<file path="config.mk">
export PLATFORM = sky130hd
export DESIGN_NAME = mole_scheduler_flat
export DESIGN_NICKNAME = d
export VERILOG_FILES = /design/src/rtl/mole_scheduler_pkg.sv /design/src/rtl/mole_scheduler_if.sv /design/src/rtl/mole_scheduler_lfsr.sv /design/src/rtl/mole_scheduler.sv /design/src/flat_wrapper.sv
export SDC_FILE = /design/constraint.sdc
export NUM_CORES = 1
export LEC_CHECK = 0
export ABC_AREA = 1
export BUFFER_PORTS_ARGS = -buffer_cell sky130_fd_sc_hd__buf_2
export CAP_MARGIN = 30
export CORE_UTILIZATION = 61
export DETAILED_ROUTE_END_ITERATION = 10
export GPL_ROUTABILITY_DRIVEN = 0
export MAX_ROUTING_LAYER = met4
export PLACE_DENSITY = 0.79
export SYNTH_ARGS = -nofsm -noshare
export SYNTH_HDL_FRONTEND = slang
export SYNTH_SLANG_ARGS = --single-unit
</file>
<file path="constraint.sdc">
create_clock -name clock -period 6.17 [get_ports clock]
set_clock_uncertainty 0.1 [all_clocks]
set_input_delay 0.9255 -clock clock [delete_from_list [all_inputs] [get_ports clock]]
set_output_delay 0.9255 -clock clock [all_outputs]
set_load 0.01 [all_outputs]
</file>
<file path="src/rtl/mole_scheduler_pkg.sv">
// mole_scheduler_pkg: shared types and constants for the whack-a-mole round scheduler.
//   state_e   : round sequencing states (IDLE, GAP, UP, DONE)
//   TIME_W    : width of the game timer and the tick counters
//   LFSR_W    : width of the mole-select LFSR
//   LFSR_TAPS : Fibonacci tap mask (taps 8,6,5,4 -> bits 7,5,4,3)
//   lfsr_next : one LFSR step
package mole_scheduler_pkg;

  typedef enum logic [1:0] {
    ST_IDLE = 2'd0,
    ST_GAP  = 2'd1,
    ST_UP   = 2'd2,
    ST_DONE = 2'd3
  } state_e;

  localparam int NUM_MOLES_DEF = 5;
  localparam int TIME_W        = 16;
  localparam int LFSR_W        = 8;
  localparam logic [LFSR_W-1:0] LFSR_TAPS = 8'hB8;

  // Shift left, feeding the parity of the tapped bits into bit 0.
  function automatic logic [LFSR_W-1:0] lfsr_next(input logic [LFSR_W-1:0] cur);
    return {cur[LFSR_W-2:0], ^(cur & LFSR_TAPS)};
  endfunction

endpackage

</file>
<file path="src/rtl/mole_scheduler_if.sv">
// mole_scheduler_if: bundle between the game controller side and the mole scheduler.
//   enable        : game active level from the game FSM
//   tick          : 1-cycle timing pulse
//   hit_buttons   : 1-cycle debounced button pulses, one bit per mole
//   mole_position : one-hot lit mole, 0 when none
//   player_scored / player_missed / wrong_press : 1-cycle result pulses
//   timer_expired : level, high while the round is over
//   time_left     : remaining game ticks
// Modports: master drives the inputs of the scheduler, slave is the scheduler.
interface mole_scheduler_if import mole_scheduler_pkg::*; #(
  parameter int NUM_MOLES = NUM_MOLES_DEF
) ();

  logic                 enable;
  logic                 tick;
  logic [NUM_MOLES-1:0] hit_buttons;
  logic [NUM_MOLES-1:0] mole_position;
  logic                 player_scored;
  logic                 player_missed;
  logic                 wrong_press;
  logic                 timer_expired;
  logic [TIME_W-1:0]    time_left;

  modport master (
    output enable, tick, hit_buttons,
    input  mole_position, player_scored, player_missed, wrong_press,
           timer_expired, time_left
  );

  modport slave (
    input  enable, tick, hit_buttons,
    output mole_position, player_scored, player_missed, wrong_press,
           timer_expired, time_left
  );

endinterface

</file>
<file path="src/rtl/mole_scheduler_lfsr.sv">
// mole_lfsr: free-running 8-bit Fibonacci LFSR used as the mole-select entropy source.
//   clock : system clock
//   reset : async, active-high; loads SEED
//   value : current LFSR state
module mole_lfsr import mole_scheduler_pkg::*; #(
  parameter logic [LFSR_W-1:0] SEED = 8'hA5
) (
  input  logic              clock,
  input  logic              reset,
  output logic [LFSR_W-1:0] value
);

  logic [LFSR_W-1:0] lfsr_r;

  // Advance every clock so the moment a mole is picked depends on player timing.
  always_ff @(posedge clock or posedge reset) begin
    if (reset) begin
      lfsr_r <= SEED;
    end else begin
      lfsr_r <= lfsr_next(lfsr_r);
    end
  end

  assign value = lfsr_r;

endmodule

</file>
<file path="src/rtl/mole_scheduler.sv">
// mole_scheduler: sequences one whack-a-mole round and counts down the game clock.
//   clock, reset : system clock, async active-high reset
//   bus (slave)  : enable/tick/hit_buttons in; mole_position, player_scored,
//                  player_missed, wrong_press, timer_expired, time_left out
// Optional feature: define MOLE_SPEEDUP_EN to shorten the up-window by UP_STEP
// on every hit, never below UP_TICKS_MIN. Undefined: window fixed at UP_TICKS_INIT.
// All outputs are registered; a decision shows up the cycle after its input.
module mole_scheduler import mole_scheduler_pkg::*; #(
  parameter int                NUM_MOLES     = NUM_MOLES_DEF,
  parameter int                GAME_TICKS    = 600,
  parameter int                UP_TICKS_INIT = 20,
  parameter int                UP_TICKS_MIN  = 5,
  parameter int                UP_STEP       = 2,
  parameter int                GAP_TICKS     = 3,
  parameter logic [LFSR_W-1:0] LFSR_SEED     = 8'hA5
) (
  input logic              clock,
  input logic              reset,
  mole_scheduler_if.slave  bus
);

`ifdef MOLE_SPEEDUP_EN
  localparam bit SPEEDUP = 1'b1;
`else
  localparam bit SPEEDUP = 1'b0;
`endif

  localparam logic [NUM_MOLES-1:0] MOLE_ONE = {{(NUM_MOLES-1){1'b0}}, 1'b1};

  state_e               state_r, state_s;
  logic [NUM_MOLES-1:0] mole_r, mole_s;
  logic                 scored_r, scored_s;
  logic                 missed_r, missed_s;
  logic                 wrong_r, wrong_s;
  logic                 expired_r, expired_s;
  logic [TIME_W-1:0]    time_r, time_s;
  logic [TIME_W-1:0]    gap_cnt_r, gap_cnt_s;
  logic [TIME_W-1:0]    up_cnt_r, up_cnt_s;
  logic [TIME_W-1:0]    up_len_r, up_len_s;
  logic [LFSR_W-1:0]    prev_idx_r, prev_idx_s;
  logic                 prev_valid_r, prev_valid_s;

  logic [LFSR_W-1:0]    lfsr_s;
  logic [LFSR_W-1:0]    idx_raw_s, idx_sel_s;
  logic [NUM_MOLES-1:0] mole_onehot_s;
  logic                 hit_s, wrong_raw_s, time_last_s;
  logic [TIME_W-1:0]    time_dec_s, len_after_hit_s;

  mole_lfsr #(.SEED(LFSR_SEED)) u_lfsr (
    .clock (clock),
    .reset (reset),
    .value (lfsr_s)
  );

  // Mole pick, press classification, saturating timer step and speed-up window.
  always_comb begin
    idx_raw_s = lfsr_s % LFSR_W'(NUM_MOLES);
    if (prev_valid_r && (idx_raw_s == prev_idx_r)) begin
      idx_sel_s = (idx_raw_s == LFSR_W'(NUM_MOLES - 1)) ? LFSR_W'(0) : idx_raw_s + LFSR_W'(1);
    end else begin
      idx_sel_s = idx_raw_s;
    end
    mole_onehot_s = MOLE_ONE << idx_sel_s;
    hit_s         = |(bus.hit_buttons & mole_r);
    wrong_raw_s   = |(bus.hit_buttons & ~mole_r);
    time_last_s   = bus.tick && (time_r == TIME_W'(1));
    time_dec_s    = (time_r != TIME_W'(0)) ? time_r - TIME_W'(1) : TIME_W'(0);
    // max(up_len - UP_STEP, UP_TICKS_MIN) without going through zero.
    if (SPEEDUP && (up_len_r >= TIME_W'(UP_TICKS_MIN + UP_STEP))) begin
      len_after_hit_s = up_len_r - TIME_W'(UP_STEP);
    end else if (SPEEDUP) begin
      len_after_hit_s = TIME_W'(UP_TICKS_MIN);
    end else begin
      len_after_hit_s = up_len_r;
    end
  end

  // Next-state and next-output decisions, highest-priority event first.
  always_comb begin
    state_s      = state_r;
    mole_s       = mole_r;
    scored_s     = 1'b0;
    missed_s     = 1'b0;
    wrong_s      = 1'b0;
    expired_s    = expired_r;
    time_s       = time_r;
    gap_cnt_s    = gap_cnt_r;
    up_cnt_s     = up_cnt_r;
    up_len_s     = up_len_r;
    prev_idx_s   = prev_idx_r;
    prev_valid_s = prev_valid_r;
    if (!bus.enable) begin
      state_s   = ST_IDLE;
      mole_s    = '0;
      expired_s = 1'b0;
    end else begin
      case (state_r)
        ST_IDLE: begin
          state_s   = ST_GAP;
          mole_s    = '0;
          expired_s = 1'b0;
          time_s    = TIME_W'(GAME_TICKS);
          gap_cnt_s = TIME_W'(GAP_TICKS);
          up_len_s  = TIME_W'(UP_TICKS_INIT);
        end
        ST_GAP: begin
          if (bus.tick) begin
            time_s = time_dec_s;
            if (time_last_s) begin
              state_s   = ST_DONE;
              expired_s = 1'b1;
              mole_s    = '0;
            end else if (gap_cnt_r == TIME_W'(1)) begin
              state_s      = ST_UP;
              mole_s       = mole_onehot_s;
              up_cnt_s     = up_len_r;
              prev_idx_s   = idx_sel_s;
              prev_valid_s = 1'b1;
            end else begin
              gap_cnt_s = (gap_cnt_r != TIME_W'(0)) ? gap_cnt_r - TIME_W'(1) : TIME_W'(0);
            end
          end else begin
            gap_cnt_s = gap_cnt_r;
          end
        end
        ST_UP: begin
          if (bus.tick) begin
            time_s = time_dec_s;
          end else begin
            time_s = time_r;
          end
          if (hit_s) begin
            // A hit wins over window expiry and over wrong bits in the same cycle.
            scored_s  = 1'b1;
            mole_s    = '0;
            up_len_s  = len_after_hit_s;
            gap_cnt_s = TIME_W'(GAP_TICKS);
            state_s   = time_last_s ? ST_DONE : ST_GAP;
            expired_s = time_last_s;
          end else if (time_last_s) begin
            // Game end swallows a coincident window expiry.
            state_s   = ST_DONE;
            mole_s    = '0;
            expired_s = 1'b1;
          end else if (bus.tick && (up_cnt_r == TIME_W'(1))) begin
            missed_s  = 1'b1;
            mole_s    = '0;
            gap_cnt_s = TIME_W'(GAP_TICKS);
            state_s   = ST_GAP;
          end else begin
            wrong_s = wrong_raw_s;
            if (bus.tick && (up_cnt_r != TIME_W'(0))) begin
              up_cnt_s = up_cnt_r - TIME_W'(1);
            end else begin
              up_cnt_s = up_cnt_r;
            end
          end
        end
        ST_DONE: begin
          mole_s    = '0;
          expired_s = 1'b1;
        end
        default: begin
          state_s = ST_IDLE;
          mole_s  = '0;
        end
      endcase
    end
  end

  // State and output registers.
  always_ff @(posedge clock or posedge reset) begin
    if (reset) begin
      state_r      <= ST_IDLE;
      mole_r       <= '0;
      scored_r     <= 1'b0;
      missed_r     <= 1'b0;
      wrong_r      <= 1'b0;
      expired_r    <= 1'b0;
      time_r       <= TIME_W'(0);
      gap_cnt_r    <= TIME_W'(0);
      up_cnt_r     <= TIME_W'(0);
      up_len_r     <= TIME_W'(UP_TICKS_INIT);
      prev_idx_r   <= LFSR_W'(0);
      prev_valid_r <= 1'b0;
    end else begin
      state_r      <= state_s;
      mole_r       <= mole_s;
      scored_r     <= scored_s;
      missed_r     <= missed_s;
      wrong_r      <= wrong_s;
      expired_r    <= expired_s;
      time_r       <= time_s;
      gap_cnt_r    <= gap_cnt_s;
      up_cnt_r     <= up_cnt_s;
      up_len_r     <= up_len_s;
      prev_idx_r   <= prev_idx_s;
      prev_valid_r <= prev_valid_s;
    end
  end

  assign bus.mole_position = mole_r;
  assign bus.player_scored = scored_r;
  assign bus.player_missed = missed_r;
  assign bus.wrong_press   = wrong_r;
  assign bus.timer_expired = expired_r;
  assign bus.time_left     = time_r;

endmodule
</file>
<file path="src/flat_wrapper.sv">
// flat-port wrapper written by rule: the top's interface ports become plain ports
module mole_scheduler_flat import mole_scheduler_pkg::*;
#(
  parameter int                NUM_MOLES     = NUM_MOLES_DEF,
  parameter int                GAME_TICKS    = 600,
  parameter int                UP_TICKS_INIT = 20,
  parameter int                UP_TICKS_MIN  = 5,
  parameter int                UP_STEP       = 2,
  parameter int                GAP_TICKS     = 3,
  parameter logic [LFSR_W-1:0] LFSR_SEED     = 8'hA5
)
  (clock, reset, bus_enable, bus_tick, bus_hit_buttons, bus_mole_position, bus_player_scored, bus_player_missed, bus_wrong_press, bus_timer_expired, bus_time_left);
  mole_scheduler_if #(.NUM_MOLES(NUM_MOLES)) bus_i ();
  input logic clock;
  input logic reset;
  input wire logic [$bits(bus_i.enable)-1:0] bus_enable;
  input wire logic [$bits(bus_i.tick)-1:0] bus_tick;
  input wire logic [$bits(bus_i.hit_buttons)-1:0] bus_hit_buttons;
  output wire logic [$bits(bus_i.mole_position)-1:0] bus_mole_position;
  output wire logic [$bits(bus_i.player_scored)-1:0] bus_player_scored;
  output wire logic [$bits(bus_i.player_missed)-1:0] bus_player_missed;
  output wire logic [$bits(bus_i.wrong_press)-1:0] bus_wrong_press;
  output wire logic [$bits(bus_i.timer_expired)-1:0] bus_timer_expired;
  output wire logic [$bits(bus_i.time_left)-1:0] bus_time_left;
  assign bus_i.enable = bus_enable;
  assign bus_i.tick = bus_tick;
  assign bus_i.hit_buttons = bus_hit_buttons;
  assign bus_mole_position = bus_i.mole_position;
  assign bus_player_scored = bus_i.player_scored;
  assign bus_player_missed = bus_i.player_missed;
  assign bus_wrong_press = bus_i.wrong_press;
  assign bus_timer_expired = bus_i.timer_expired;
  assign bus_time_left = bus_i.time_left;
  mole_scheduler #(.NUM_MOLES(NUM_MOLES), .GAME_TICKS(GAME_TICKS), .UP_TICKS_INIT(UP_TICKS_INIT), .UP_TICKS_MIN(UP_TICKS_MIN), .UP_STEP(UP_STEP), .GAP_TICKS(GAP_TICKS), .LFSR_SEED(LFSR_SEED)) u_core (.clock(clock), .reset(reset), .bus(bus_i));
endmodule
</file>
# Word-level counts from Yosys, hierarchy flattened

Cells that the tools add are included.

Bits in registers: 76
Input bits: 9
Logic and storage cells: 123

Add/sub/neg operators: 4
Div/mod/pow operators: 1
Eq/ne operators: 23
Shift operators: 1
Mux-type cells: 56
Bitwise gates (word level): 4
Reduce and logical (&&, ||, !) cells: 22

Operators with widths:

| kind                                                                    | number |
|---|---|
| 16-bit two-way mux                                                      | 16 |
| 16-bit case mux with 2 select lines                                     | 2 |
| 16-bit by 1-bit equality test with 1-bit output (second input constant) | 3 |
| 16-bit case mux with 3 select lines                                     | 1 |
| 16-bit nonzero test                                                     | 3 |
| 16-bit by 1-bit subtractor with 16-bit output (second input constant)   | 3 |
| 5-bit two-way mux                                                       | 7 |
| 1-bit two-way mux                                                       | 17 |
| 2-bit two-way mux                                                       | 8 |
| 8-bit two-way mux                                                       | 2 |
| 5-bit case mux with 3 select lines                                      | 1 |
| 2-bit != test (second input constant)                                   | 6 |
| 5-bit AND                                                               | 2 |
| 5-bit OR reduction                                                      | 2 |
| 9-bit AND reduction                                                     | 1 |
| 8-bit by 1-bit adder with 8-bit output (second input constant)          | 1 |
| 8-bit by 3-bit equality test with 1-bit output (second input constant)  | 1 |
| 8-bit equality test                                                     | 1 |
| 8-bit by 3-bit remainder unit with 8-bit output (second input constant) | 1 |
| 8-bit parity                                                            | 1 |
| 1-bit by 8-bit << shifter with 5-bit output (first input constant)      | 1 |
| 7-bit AND reduction                                                     | 1 |
| 2-bit by 1-bit != test with 1-bit output (second input constant)        | 3 |
| 2-bit case mux with 3 select lines                                      | 1 |
| 19 further kinds                                                        | 26 |

# Longest topological paths before layout

Word-level depth: 10
Gate-level depth with buffers: 45

# By module

A second synthesis with hierarchy kept.

Cells, all modules: 707
Area, all modules: 5107.4 µm²

Modules (own cells, without submodules):

| module         | instances | cells each | area each (µm²) | seq. area each (µm²) |
|---|---|---|---|---|
| mole_scheduler | 1         | 683        | 4834.6          | 1701.6 |
| mole_lfsr      | 1         | 24         | 272.8           | 205.2 |

# Least setup slack after synthesis

OpenSTA, ideal clock, no wires.

Kind: reg2reg
From: register u_core.u_lfsr.lfsr_r[5] (netlist: u_core.u_lfsr.value[5])
To: register u_core.mole_r[4] (netlist: u_core.bus.mole_position[4])
Setup time: 0.116 ns
Arrival: 4.066 ns
Data required time: 5.954 ns
Slack: 1.887 ns
Cell stages (with the launch flop): 41
Buffers on the path: 0
Clock period less this slack: 4.283 ns
Path through: dfstp_2 -> ha_1 -> nand2_1 -> nor2_1 -> nand2_1 -> nand3_1 -> nand3_2 -> nand2_2 -> nand2_1 -> nand2_1 -> nand3_2 -> nand2_2 -> nand2_2 -> nand2_1 -> nand3_2 -> nand2_2 -> nand3_1 -> nand2_1 -> (+5 left out) -> nand3_4 -> nand3_1 -> nand2_1 -> nor2_2 -> nand2_4 -> inv_2 -> nand2_2 -> nand2_1 -> inv_1 -> ha_1 -> nand3_1 -> nor2_1 -> nor2_1 -> nand3_1 -> nand3_2 -> nor2_1 -> nand2_1 -> nand2_1

Word-level cells in the longest chain between the ends: 10
Elaborated cells on any way between the ends: 13
Classes of those cells: 1 x add/sub; 1 x div; 2 x eq/ne; 1 x shift; 7 x mux; 1 x reduce/logical

RTL lines:

| element                                                        | RTL line                                   | text |
|---|---|---|
| from (decl)                                                    | mole_scheduler_lfsr.sv:13                  | `logic [LFSR_W-1:0] lfsr_r;` |
| from (signal assigned)                                         | mole_scheduler_lfsr.sv:20                  | `lfsr_r <= lfsr_next(lfsr_r);` |
| 8-bit by 3-bit remainder unit with 8-bit output *              | mole_scheduler.sv:57                       | `idx_raw_s = lfsr_s % LFSR_W'(NUM_MOLES);` |
| 8-bit by 1-bit adder with 8-bit output (tied with other cells) | mole_scheduler.sv:59                       | `idx_sel_s = (idx_raw_s == LFSR_W'(NUM_MOLES - 1)) ? LFSR_W'(0) : idx_raw_s + LFSR_W'(1);` |
| 8-bit two-way mux or 1-bit logical AND (tied branches)         | mole_scheduler.sv:59, mole_scheduler.sv:58 |  |
| 8-bit two-way mux *                                            | mole_scheduler.sv:58                       | `if (prev_valid_r && (idx_raw_s == prev_idx_r)) begin` |
| 1-bit by 8-bit << shifter with 5-bit output *                  | mole_scheduler.sv:63                       | `mole_onehot_s = MOLE_ONE << idx_sel_s;` |
| 5-bit two-way mux *                                            | mole_scheduler.sv:113                      | `end else if (gap_cnt_r == TIME_W'(1)) begin` |
| 5-bit two-way mux *                                            | mole_scheduler.sv:109                      | `if (time_last_s) begin` |
| 5-bit two-way mux *                                            | mole_scheduler.sv:107                      | `if (bus.tick) begin` |
| 5-bit case mux with 3 select lines *                           | mole_scheduler.sv:97                       | `case (state_r)` |
| 5-bit two-way mux *                                            | mole_scheduler.sv:92                       | `if (!bus.enable) begin` |
| to (signal assigned)                                           | mole_scheduler.sv:188                      | `mole_r <= mole_s;` |
| to (decl)                                                      | mole_scheduler.sv:31                       | `logic [NUM_MOLES-1:0] mole_r, mole_s;` |

Mark *: on every way between the ends. The rest lies on a longest branch, timed or not. The select of a mux whose other input is x is not followed.
A chain may end at the register's enable or synchronous reset.

# Worst setup path in the final report

From: register u_core.u_lfsr.lfsr_r[5] (netlist: u_core.u_lfsr.value[5])
To: register u_core.mole_r[1] (netlist: u_core.bus.mole_position[1])

The elaborated chain is that of the path after synthesis.

==> flow_metrics.env <==
export IMPL_path_clk_slew_ps=80
export IMPL_finalSetupViolCount=0
export IMPL_die_h_um=92.2
export IMPL_powerDensity_nw_per_um2=307
export IMPL_grt_max_degree=77
export IMPL_cap_violations=0
export IMPL_pwr_share_comb_pct=37.4
export IMPL_gr_total_overflow=0
export IMPL_drt_first_iter_violations=268
export IMPL_clock_power_share_pct=20.1
export IMPL_cts_made_buffers=9
export IMPL_worst_path_most_repeated_cell="nand2_1"
export IMPL_postSynthCellCount=672
export IMPL_yosysUniqueCellTypes=47
export IMPL_critPathKind="flip-flop to flip-flop"
export IMPL_cts_buffer_depth=2
export IMPL_wl_per_cell_um=12.7
export IMPL_antenna_cells=0
export IMPL_leakagePower_nw=2.88
export IMPL_die_area_um2=8490
export IMPL_vdd_drop_max_v=0.000244
export IMPL_cts_resized=0
export IMPL_area_growth_syn_to_layout_pct=9.94
export IMPL_grt_usage_pct=27.3
export IMPL_synth_edf_count=0
export IMPL_final_layout_size_suffix_gt1_share_pct=15.0
export IMPL_ios=34
export IMPL_avgSynthCellArea_um2=7.38
export IMPL_yosysWarningCount=0
export IMPL_p_sw_share_pct=41.8
export IMPL_ys_ff_latch=76
export IMPL_p_sw_mw=0.700
export IMPL_clock_sinks=76
export IMPL_dr_pass1_iters=5
export IMPL_rows=32
export IMPL_core_area_um2=7810
export IMPL_fin_nets=745
export IMPL_synth_main_ff_cell="dfrtp_1"
export IMPL_drv_slew=0
export IMPL_die_x_um=92.2
export IMPL_power_mw=1.68
export IMPL_rsz0062_at_grt="no"
export IMPL_insertion_delay_ps=350
export IMPL_power_frac_seq_pct=42.5
export IMPL_vias=4466
export IMPL_final_period_utilization_pct=80.8
export IMPL_cts_tree="done"
export IMPL_arrival_ps=5170
export IMPL_timing_setup_tns_ps=0
export IMPL_drc=0
export IMPL_tightest_slew_ps=796
export IMPL_internal_power_mw=0.976
export IMPL_synth_async_sr_flop_share_pct=100
export IMPL_cts_htree_levels=3
export IMPL_slowest_delay_ps=600
export IMPL_slew_headroom_pct=47.0
export IMPL_drt_total_wl_um=10500
export IMPL_drtAntennaViolNets=0
export IMPL_antenna_found_initial=0
export IMPL_hold_path_class="flip-flop to flip-flop"
export IMPL_grt_pass1_vias=4261
export IMPL_initial_core_util_pct=63.5
export IMPL_endpoint_kind="flip-flop"
export IMPL_syn_num_nets=700
export IMPL_yosysSeqAreaShare_pct=38.5
export IMPL_root_buffer="clkbuf_8"
export IMPL_synthesis_area_um2=4960
export IMPL_hold_viol_final=0
export IMPL_layout_min_cycle_time_ps=4990
export IMPL_timing_hold_ws_ps=322
export IMPL_clock_fmax_mhz=200
export IMPL_postCtsSetupRepairBufs=0
export IMPL_viasPerCell=5.42
export IMPL_slowest_stage="dfstp_2"
export IMPL_start_kind="flip-flop"
export IMPL_port_buffers=33
export IMPL_hold_buffers=0
export IMPL_grt_pass1_wl_um=18300
export IMPL_fill_cells=665
export IMPL_status="complete, no violations"
export IMPL_cp_required_ps=6360
export IMPL_hpwlAfterDp_um=7930
export IMPL_crit_path_max_fanout=9
[cells in the mapped netlist, types with 4 or more instances]
library cell | count | area (um2)
dfstp_2 | 4 | 105
o21ai_0 | 34 | 170
a21oi_1 | 38 | 190
xor2_1 | 11 | 96.3
nand3_1 | 52 | 260
o22ai_1 | 4 | 25.0
dfrtp_1 | 72 | 1800
nor2_1 | 78 | 293
a31oi_1 | 5 | 31.3
ha_1 | 19 | 238
nand3_2 | 10 | 100
nor4_1 | 6 | 37.5
nand2_2 | 15 | 93.8
nand2_1 | 132 | 495
nor3b_1 | 5 | 37.5
nand4_1 | 10 | 62.6
o21a_1 | 5 | 37.5
nor2_4 | 5 | 56.3
inv_1 | 104 | 390
nor3_1 | 16 | 80.1
xnor2_1 | 4 | 35.0
inv_2 | 9 | 33.8
or2_2 | 4 | 25.0
[state kept, by name, indices dropped and copies added (netlist names), 2 cells and up]
register / cells
u_core.bus.time_left: 16
u_core.gap_cnt_r: 16
u_core.up_cnt_r: 16
u_core.prev_idx_r: 8
u_core.u_lfsr.value: 8
u_core.bus.mole_position: 5
u_core.state_r: 2
[cell type report]
type                       count  area [um2]  area share, %
clock inverter                 5        37.5          0.689
timing repair buffer          35         200           3.67
inverter                     113         424           7.78
clock buffer                  11         131           2.41
sequential                    76        1910           35.0
multi-input combinational    482        2620           48.1
tap                          102         128           2.34
[routing by layer]
| layer | part of all wire [%] | global-route usage (%) |
|---|---|---|
| met2 | 47 | 43.3 |
| met4 | 1.1 | 7.29 |
| met1 | 48 | 36.3 |
| met5 | 0 | - |
| met3 | 4.1 | 4.89 |
[critical path: cells and delay by family, from the launching register on]
family / cells / cell delay, ps
buffers and inverters: 3 / 270
adder cells (fa/ha/maj): 3 / 570
AND/OR/NAND/NOR: 33 / 3360
flip-flops: 1 / 600
[layout by cell type, fill, tap and decap left out, drive strengths merged, types with 6 or more instances in the layout]
| cell type | instances |
|---|---|
| ha | 19 |
| nand3 | 63 |
| nor4 | 6 |
| nand4 | 11 |
| nand2 | 150 |
| nor2 | 85 |
| o21ai | 37 |
| inv | 114 |
| a21oi | 38 |
| clkbuf | 11 |
| buf | 35 |
| dfrtp | 72 |
| or2 | 6 |
| xor2 | 11 |
| nor3 | 16 |
[kinds of logic after synthesis]
logic type	Yosys count	share of synthesized area [%]
simple gates	345	33.4
buf+inv	114	8.63
compound gates	103	12.1
flops	76	38.5
fa+ha+maj	19	4.79
xor+xnor	15	2.65
[per-stage QoR]
stage	cell area [um2]	worst slack, ps	std cells	utilization (%)
after floorplan	4960	1890	672	-
after global placement	5260	1660	807	67.3
after detailed placement	5260	1270	807	67.3
after CTS	5420	1230	823	69.5
after global routing	5450	604	824	69.8
final	5450	1180	824	69.8
[power by group through the flow]
stage                     logic (mW)  registers (mW)  clock network (mW)
after CTS                      0.626           0.712               0.344
after floorplan                0.473           0.703                   0
final                          0.627           0.712               0.337
after detailed placement       0.623           0.721                   0
after global routing           0.726           0.730               0.367
after global placement         0.599           0.713                   0
[path summary, 6_finish.rpt]
kind	start	endpoint	slack, ps	cells after the start
worst max-delay path	u_core.u_lfsr.value[5]$_DFF_PP1_	u_core.bus.mole_position[1]$_DFFE_PP0P_	1180	39
worst min-delay path	u_core.u_lfsr.value[2]$_DFF_PP1_	u_core.u_lfsr.value[3]$_DFF_PP0_	320	0
worst max register to register	u_core.u_lfsr.value[5]$_DFF_PP1_	u_core.bus.mole_position[1]$_DFFE_PP0P_	1180	39
worst min register to register	u_core.u_lfsr.value[2]$_DFF_PP1_	u_core.u_lfsr.value[3]$_DFF_PP0_	320	0
max in group asynchronous	reset	u_core.u_lfsr.value[5]$_DFF_PP1_	4830	4
min in group asynchronous	reset	u_core.u_lfsr.value[4]$_DFF_PP0_	540	3
Note: power is estimated with default switching activity, not from simulation.
